File: config.mk
export PLATFORM = sky130hd
export DESIGN_NAME = rock_step_sequencer
export DESIGN_NICKNAME = d
export VERILOG_FILES = /design/src/rtl/rock_step_sequencer.sv
export SDC_FILE = /design/constraint.sdc
export NUM_CORES = 1
export LEC_CHECK = 0
export BUFFER_PORTS_ARGS = -buffer_cell sky130_fd_sc_hd__buf_4
export CAP_MARGIN = 30
export CORE_ASPECT_RATIO = 0.75
export CORE_MARGIN = 2
export CORE_UTILIZATION = 64
export CTS_CLUSTER_SIZE = 12
export DETAILED_ROUTE_END_ITERATION = 6
export HOLD_SLACK_MARGIN = 0.03
export PLACE_DENSITY = 0.88
export SETUP_SLACK_MARGIN = 0.3
export SYNTH_ARGS = -nofsm -noshare
export SYNTH_HDL_FRONTEND = slang
export SYNTH_SLANG_ARGS = --single-unit
export TNS_END_PERCENT = 20
File: constraint.sdc
create_clock -name clk -period 6.2 [get_ports clk]
set_input_delay 0.62 -clock clk [delete_from_list [all_inputs] [get_ports clk]]
set_output_delay 0.62 -clock clk [all_outputs]
set_load 0.03 [all_outputs]
File: src/rtl/rock_step_sequencer.sv
// rock_step_sequencer: measures a stress baseline, requests one rocking step
// from the path finder, waits for the baby to settle, measures a window
// average and compares it with the baseline. Counts consecutive failures
// and raises a sticky alarm after MAX_FAIL of them.
module rock_step_sequencer #(
  parameter int unsigned SETTLE_CYCLES = 1000,
  parameter int unsigned WIN_LOG2      = 4,
  parameter int unsigned MAX_FAIL      = 7,
  parameter int unsigned CNT_W         = 16
) (
  input  logic       clk,
  input  logic       reset,
  input  logic       enable,
  input  logic       sample_valid,
  input  logic [7:0] huilVolume,
  input  logic [7:0] hartRitme,
  input  logic       step_ack,
  output logic       step_req,
  output logic       stress_dropped,
  output logic       alarm,
  output logic [2:0] fail_count,
  output logic [8:0] stress_avg,
  output logic       busy
);

  localparam int unsigned ACC_W = 9 + WIN_LOG2;

  typedef enum logic [2:0] {
    S_IDLE,
    S_BASELINE,
    S_REQ,
    S_SETTLE,
    S_MEASURE,
    S_EVAL,
    S_ALARM
  } state_t;

  state_t              state_q, state_d;
  logic [ACC_W-1:0]    acc_q, acc_d;
  logic [WIN_LOG2-1:0] smp_cnt_q, smp_cnt_d;
  logic [CNT_W-1:0]    settle_cnt_q, settle_cnt_d;
  logic [8:0]          baseline_q, baseline_d;
  logic [8:0]          stress_avg_q, stress_avg_d;
  logic [2:0]          fail_count_q, fail_count_d;
  logic                step_req_q, step_req_d;
  logic                stress_dropped_q, stress_dropped_d;
  logic                alarm_q, alarm_d;
  logic                busy_q, busy_d;

  logic [8:0]          sample_s;
  logic [ACC_W-1:0]    acc_sum;
  logic [8:0]          win_avg;
  logic                win_last;
  logic [3:0]          fail_inc;

  // Next-state, datapath and registered-output computation
  always_comb begin
    sample_s         = {1'b0, huilVolume} + {1'b0, hartRitme};
    acc_sum          = acc_q + ACC_W'(sample_s);
    win_avg          = acc_sum[ACC_W-1:WIN_LOG2];
    win_last         = sample_valid && (smp_cnt_q == '1);
    fail_inc         = {1'b0, fail_count_q} + 4'd1;

    state_d          = state_q;
    acc_d            = acc_q;
    smp_cnt_d        = smp_cnt_q;
    settle_cnt_d     = settle_cnt_q;
    baseline_d       = baseline_q;
    stress_avg_d     = stress_avg_q;
    fail_count_d     = fail_count_q;
    stress_dropped_d = 1'b0;

    case (state_q)
      S_IDLE: begin
        acc_d        = '0;
        smp_cnt_d    = '0;
        settle_cnt_d = '0;
        if (enable) state_d = S_BASELINE;
      end

      S_BASELINE: begin
        if (!enable) begin
          state_d = S_IDLE;
        end else if (sample_valid) begin
          if (win_last) begin
            baseline_d   = win_avg;
            stress_avg_d = win_avg;
            acc_d        = '0;
            smp_cnt_d    = '0;
            state_d      = S_REQ;
          end else begin
            acc_d     = acc_sum;
            smp_cnt_d = smp_cnt_q + WIN_LOG2'(1);
          end
        end
      end

      S_REQ: begin
        if (!enable) begin
          state_d = S_IDLE;
        end else if (step_ack && step_req_q) begin
          settle_cnt_d = '0;
          state_d      = S_SETTLE;
        end
      end

      S_SETTLE: begin
        if (!enable) begin
          state_d = S_IDLE;
        end else if (settle_cnt_q == CNT_W'(SETTLE_CYCLES - 1)) begin
          settle_cnt_d = '0;
          acc_d        = '0;
          smp_cnt_d    = '0;
          state_d      = S_MEASURE;
        end else begin
          settle_cnt_d = settle_cnt_q + CNT_W'(1);
        end
      end

      S_MEASURE: begin
        if (!enable) begin
          state_d = S_IDLE;
        end else if (sample_valid) begin
          if (win_last) begin
            // The drop pulse is registered here so it is visible during EVAL,
            // using the same comparison EVAL applies to the stored average.
            stress_avg_d     = win_avg;
            stress_dropped_d = (win_avg < baseline_q);
            acc_d            = '0;
            smp_cnt_d        = '0;
            state_d          = S_EVAL;
          end else begin
            acc_d     = acc_sum;
            smp_cnt_d = smp_cnt_q + WIN_LOG2'(1);
          end
        end
      end

      S_EVAL: begin
        if (!enable) begin
          state_d = S_IDLE;
        end else if (stress_avg_q < baseline_q) begin
          baseline_d   = stress_avg_q;
          fail_count_d = '0;
          state_d      = S_REQ;
        end else if (fail_inc == 4'(MAX_FAIL)) begin
          fail_count_d = 3'(MAX_FAIL);
          state_d      = S_ALARM;
        end else begin
          fail_count_d = fail_inc[2:0];
          state_d      = S_REQ;
        end
      end

      S_ALARM: begin
        state_d = S_ALARM;
      end

      default: begin
        state_d = S_IDLE;
      end
    endcase

    step_req_d = (state_d == S_REQ);
    alarm_d    = (state_d == S_ALARM);
    busy_d     = (state_d != S_IDLE) && (state_d != S_ALARM);
  end

  // State and output registers with synchronous reset
  always_ff @(posedge clk) begin
    if (reset) begin
      state_q          <= S_IDLE;
      acc_q            <= '0;
      smp_cnt_q        <= '0;
      settle_cnt_q     <= '0;
      baseline_q       <= '0;
      stress_avg_q     <= '0;
      fail_count_q     <= '0;
      step_req_q       <= 1'b0;
      stress_dropped_q <= 1'b0;
      alarm_q          <= 1'b0;
      busy_q           <= 1'b0;
    end else begin
      state_q          <= state_d;
      acc_q            <= acc_d;
      smp_cnt_q        <= smp_cnt_d;
      settle_cnt_q     <= settle_cnt_d;
      baseline_q       <= baseline_d;
      stress_avg_q     <= stress_avg_d;
      fail_count_q     <= fail_count_d;
      step_req_q       <= step_req_d;
      stress_dropped_q <= stress_dropped_d;
      alarm_q          <= alarm_d;
      busy_q           <= busy_d;
    end
  end

  assign step_req       = step_req_q;
  assign stress_dropped = stress_dropped_q;
  assign alarm          = alarm_q;
  assign fail_count     = fail_count_q;
  assign stress_avg     = stress_avg_q;
  assign busy           = busy_q;

endmodule
==> metrics <==
met3 WL 551 um; Final ANT Viol Nets 0; WL met1 3936 um; Worst setup EP type register; Slew HR 0.5498; status finished clean; WL met2 3643 um; Syn-to-layout area delta 13.79%; GRT Util Overall 0.2743; die area 6234 um^2; final wirelength between 8000 and 9000 um; Die H 68.88 um; CTS buffer count 9; Slew Viols, Final 0; clock sink count 61; Synth async-reset ratio 0; clk root buf clkbuf_8; setup repair after global routing missed its margin no; Antenna Cells 0; postcts setup bufs 0; H-tree depth 3; Avg Cell Area, Syn 8.315 um^2; CTS Hold Bufs 0; fin worst setup slack ~1.7 ns; top_reg_cell synth dfxtp_1; layout cells sized above 1 0.1301; Max Clock Freq 0.2208 GHz; CP top delay family compound AO/OA/AOI/OAI gates; grt ovf 0; num rows 23; critical path startpoint category primary input; top post-synthesis cells by area dfxtp_1 (34%), ha_1 (9.8%), nor2_1 (7.3%); CTS tree done; Synth top cells by count nor2_1 (70), dfxtp_1 (61), nand2_1 (42); MaxCap Viol Count 0; # nets final roughly 520; Crit Path Category in -> reg; 1st-iter DRT viols 301; Total Power roughly 0.86 mW; worst path cell trace buf_4 > inv_1 > fa_1 > inv_1 > ha_1 > fa_1 > a211oi_1 > nor2_1 > o31ai_1 > a21boi_0 > ha_1 > o211a_1 > a221o_1 > a21oi_1 > o21ai_0 > a2111oi_0; CTS resizes 0; port bufs 36; Post-synth EDFFs 0; Synth Warn # 0; Distinct cells, synth 58; endpoints failing hold 0; first-pass GRT wire length 13410 um; Seq/Total Area, Yosys 0.3400; Boundary Pins 37; share of the synthesized area in the top cell type 0.3400; Worst Hold Class reg -> reg; Setup TNS Final 0 ns; worst slew pin tran between 0.6 and 0.7 ns; vias after detailed routing 3214; Synthesized Nets 490; drt first pass iters 6; HPWL after DPL 5810 um; later-pin clock latency in the skew report 0.34 ns; slowest stage delay, CP 0.61 ns; largest net degree at the start of global routing 47; vias per std cell 5.908; core area about 5400 um^2; Place WS 1.505 ns; Clock transition at path regs 0.07 ns; leading area contributor after synthesis dfxtp_1; fin crit share 0.7304; Required @ worst endpoint 6.42 ns; crit path max fanout 4; DRC 0; Mapped Area 3592 um^2; clock tree buffer depth 2; Starting Density 0.6675; WL per Instance between 15 and 20 um; initial antenna violation count 0; Die W between 90 and 100 um; count leader, synth nor2_1; Tmin final 4.529 ns; static leakage 1.621 nW; final setup violation count 0; Gate Count Post-Synth between 400 and 500; Clock Skews 0.008483 ns; Yosys reg bits 61; CP bufs+invs 3; RD Place Congestion 0.8641; PD cells around 210 nW/um^2; Max Used Layer met4; maximum VDD drop 0.1980 mV; vias in the first global route 2884; Critical Path Slowest Stage Cell a21boi_0; worst path arrival time 4.75 ns
-- kinds of logic after synthesis --
| logic type | synth area share |
|---|---|
| and+or+nand+nor | 0.2264 |
| AOI/OAI and AO/OA | 0.1905 |
| DFF | 0.3400 |
| adders and majority gates | 0.1505 |
| buffers and inverters | 0.04110 |
| xor gates and xnor gates | 0.04876 |
| muxes | 0.002787 |
-- stage by stage --
step	std cells	cell area, um^2	util	hold WS [ns]
after floorplan	432	3592	-	0.4505
after global placement	527	3891	0.7231	0.4588
after detailed placement	529	3906	0.7259	0.4716
after CTS	544	4088	0.7596	0.4812
after global routing	544	4088	0.7596	0.5025
final	544	4088	0.7596	0.4787
-- sequential cells by signal (all words and copies together) (netlist names) --
register and cells:
settle_cnt_q 16, acc_q 13, baseline_q 9, stress_avg 9, smp_cnt_q 4, fail_count 3, state_q 3, alarm 1
busy 1, step_req 1, stress_dropped 1
-- layout make-up --
cell class	instances	area, um^2
clock inverter	4	50.05
tap	75	93.84
fill	382	1294
inverter	18	67.56
timing repair buffer	40	300.3
multi-input combinational	335	2223
sequential	61	1221
clock buffer	11	131.4
-- cell usage in the layout (no fill, tap or decap), drive strengths merged, types with 9 or more instances in the layout --
| master | count |
|---|---|
| nand3 | 11 |
| xor2 | 10 |
| a22oi | 12 |
| clkbuf | 11 |
| nor2 | 70 |
| dfxtp | 61 |
| inv | 18 |
| o21ai | 18 |
| nor3 | 12 |
| a21oi | 28 |
| buf | 40 |
| xnor2 | 10 |
| nand2 | 42 |
| ha | 28 |
| fa | 9 |
-- final timing paths --
kind | start | slack, ns | to | cells past startpoint
max | huilVolume[1] | 1.67 | stress_dropped$_SDFF_PP0_ | 16
min | baseline_q[7]$_SDFFE_PP0P_ | 0.48 | baseline_q[7]$_SDFFE_PP0P_ | 2
max reg2reg | acc_q[1]$_SDFFE_PP0P_ | 1.75 | stress_dropped$_SDFF_PP0_ | 15
min reg2reg | baseline_q[7]$_SDFFE_PP0P_ | 0.48 | baseline_q[7]$_SDFFE_PP0P_ | 2
-- worst reg2reg max path, delay by kind of cell, from the launching register on --
kind                       cells  cell delay (ns)
AOI/OAI and AO/OA              8             2.29
adders and majority gates      4             1.53
buffers and inverters          2             0.10
DFF                            1             0.33
and+or+nand+nor                1             0.10
-- power breakdown --
group,switching (mW),internal [mW],leakage [nW]
combinational,0.0767,0.0533,1.04
sequential,0.00242,0.394,0.492
clock,0.154,0.183,0.0854
total,0.233,0.630,1.62
-- layer usage --
metal,GRT usage,up-vias
met3,0.07717,9
met5,0,-
li1,-,1590
met4,0.08269,0
met2,0.4291,109
met1,0.3744,1506
(Power assumes the default switching activity.)
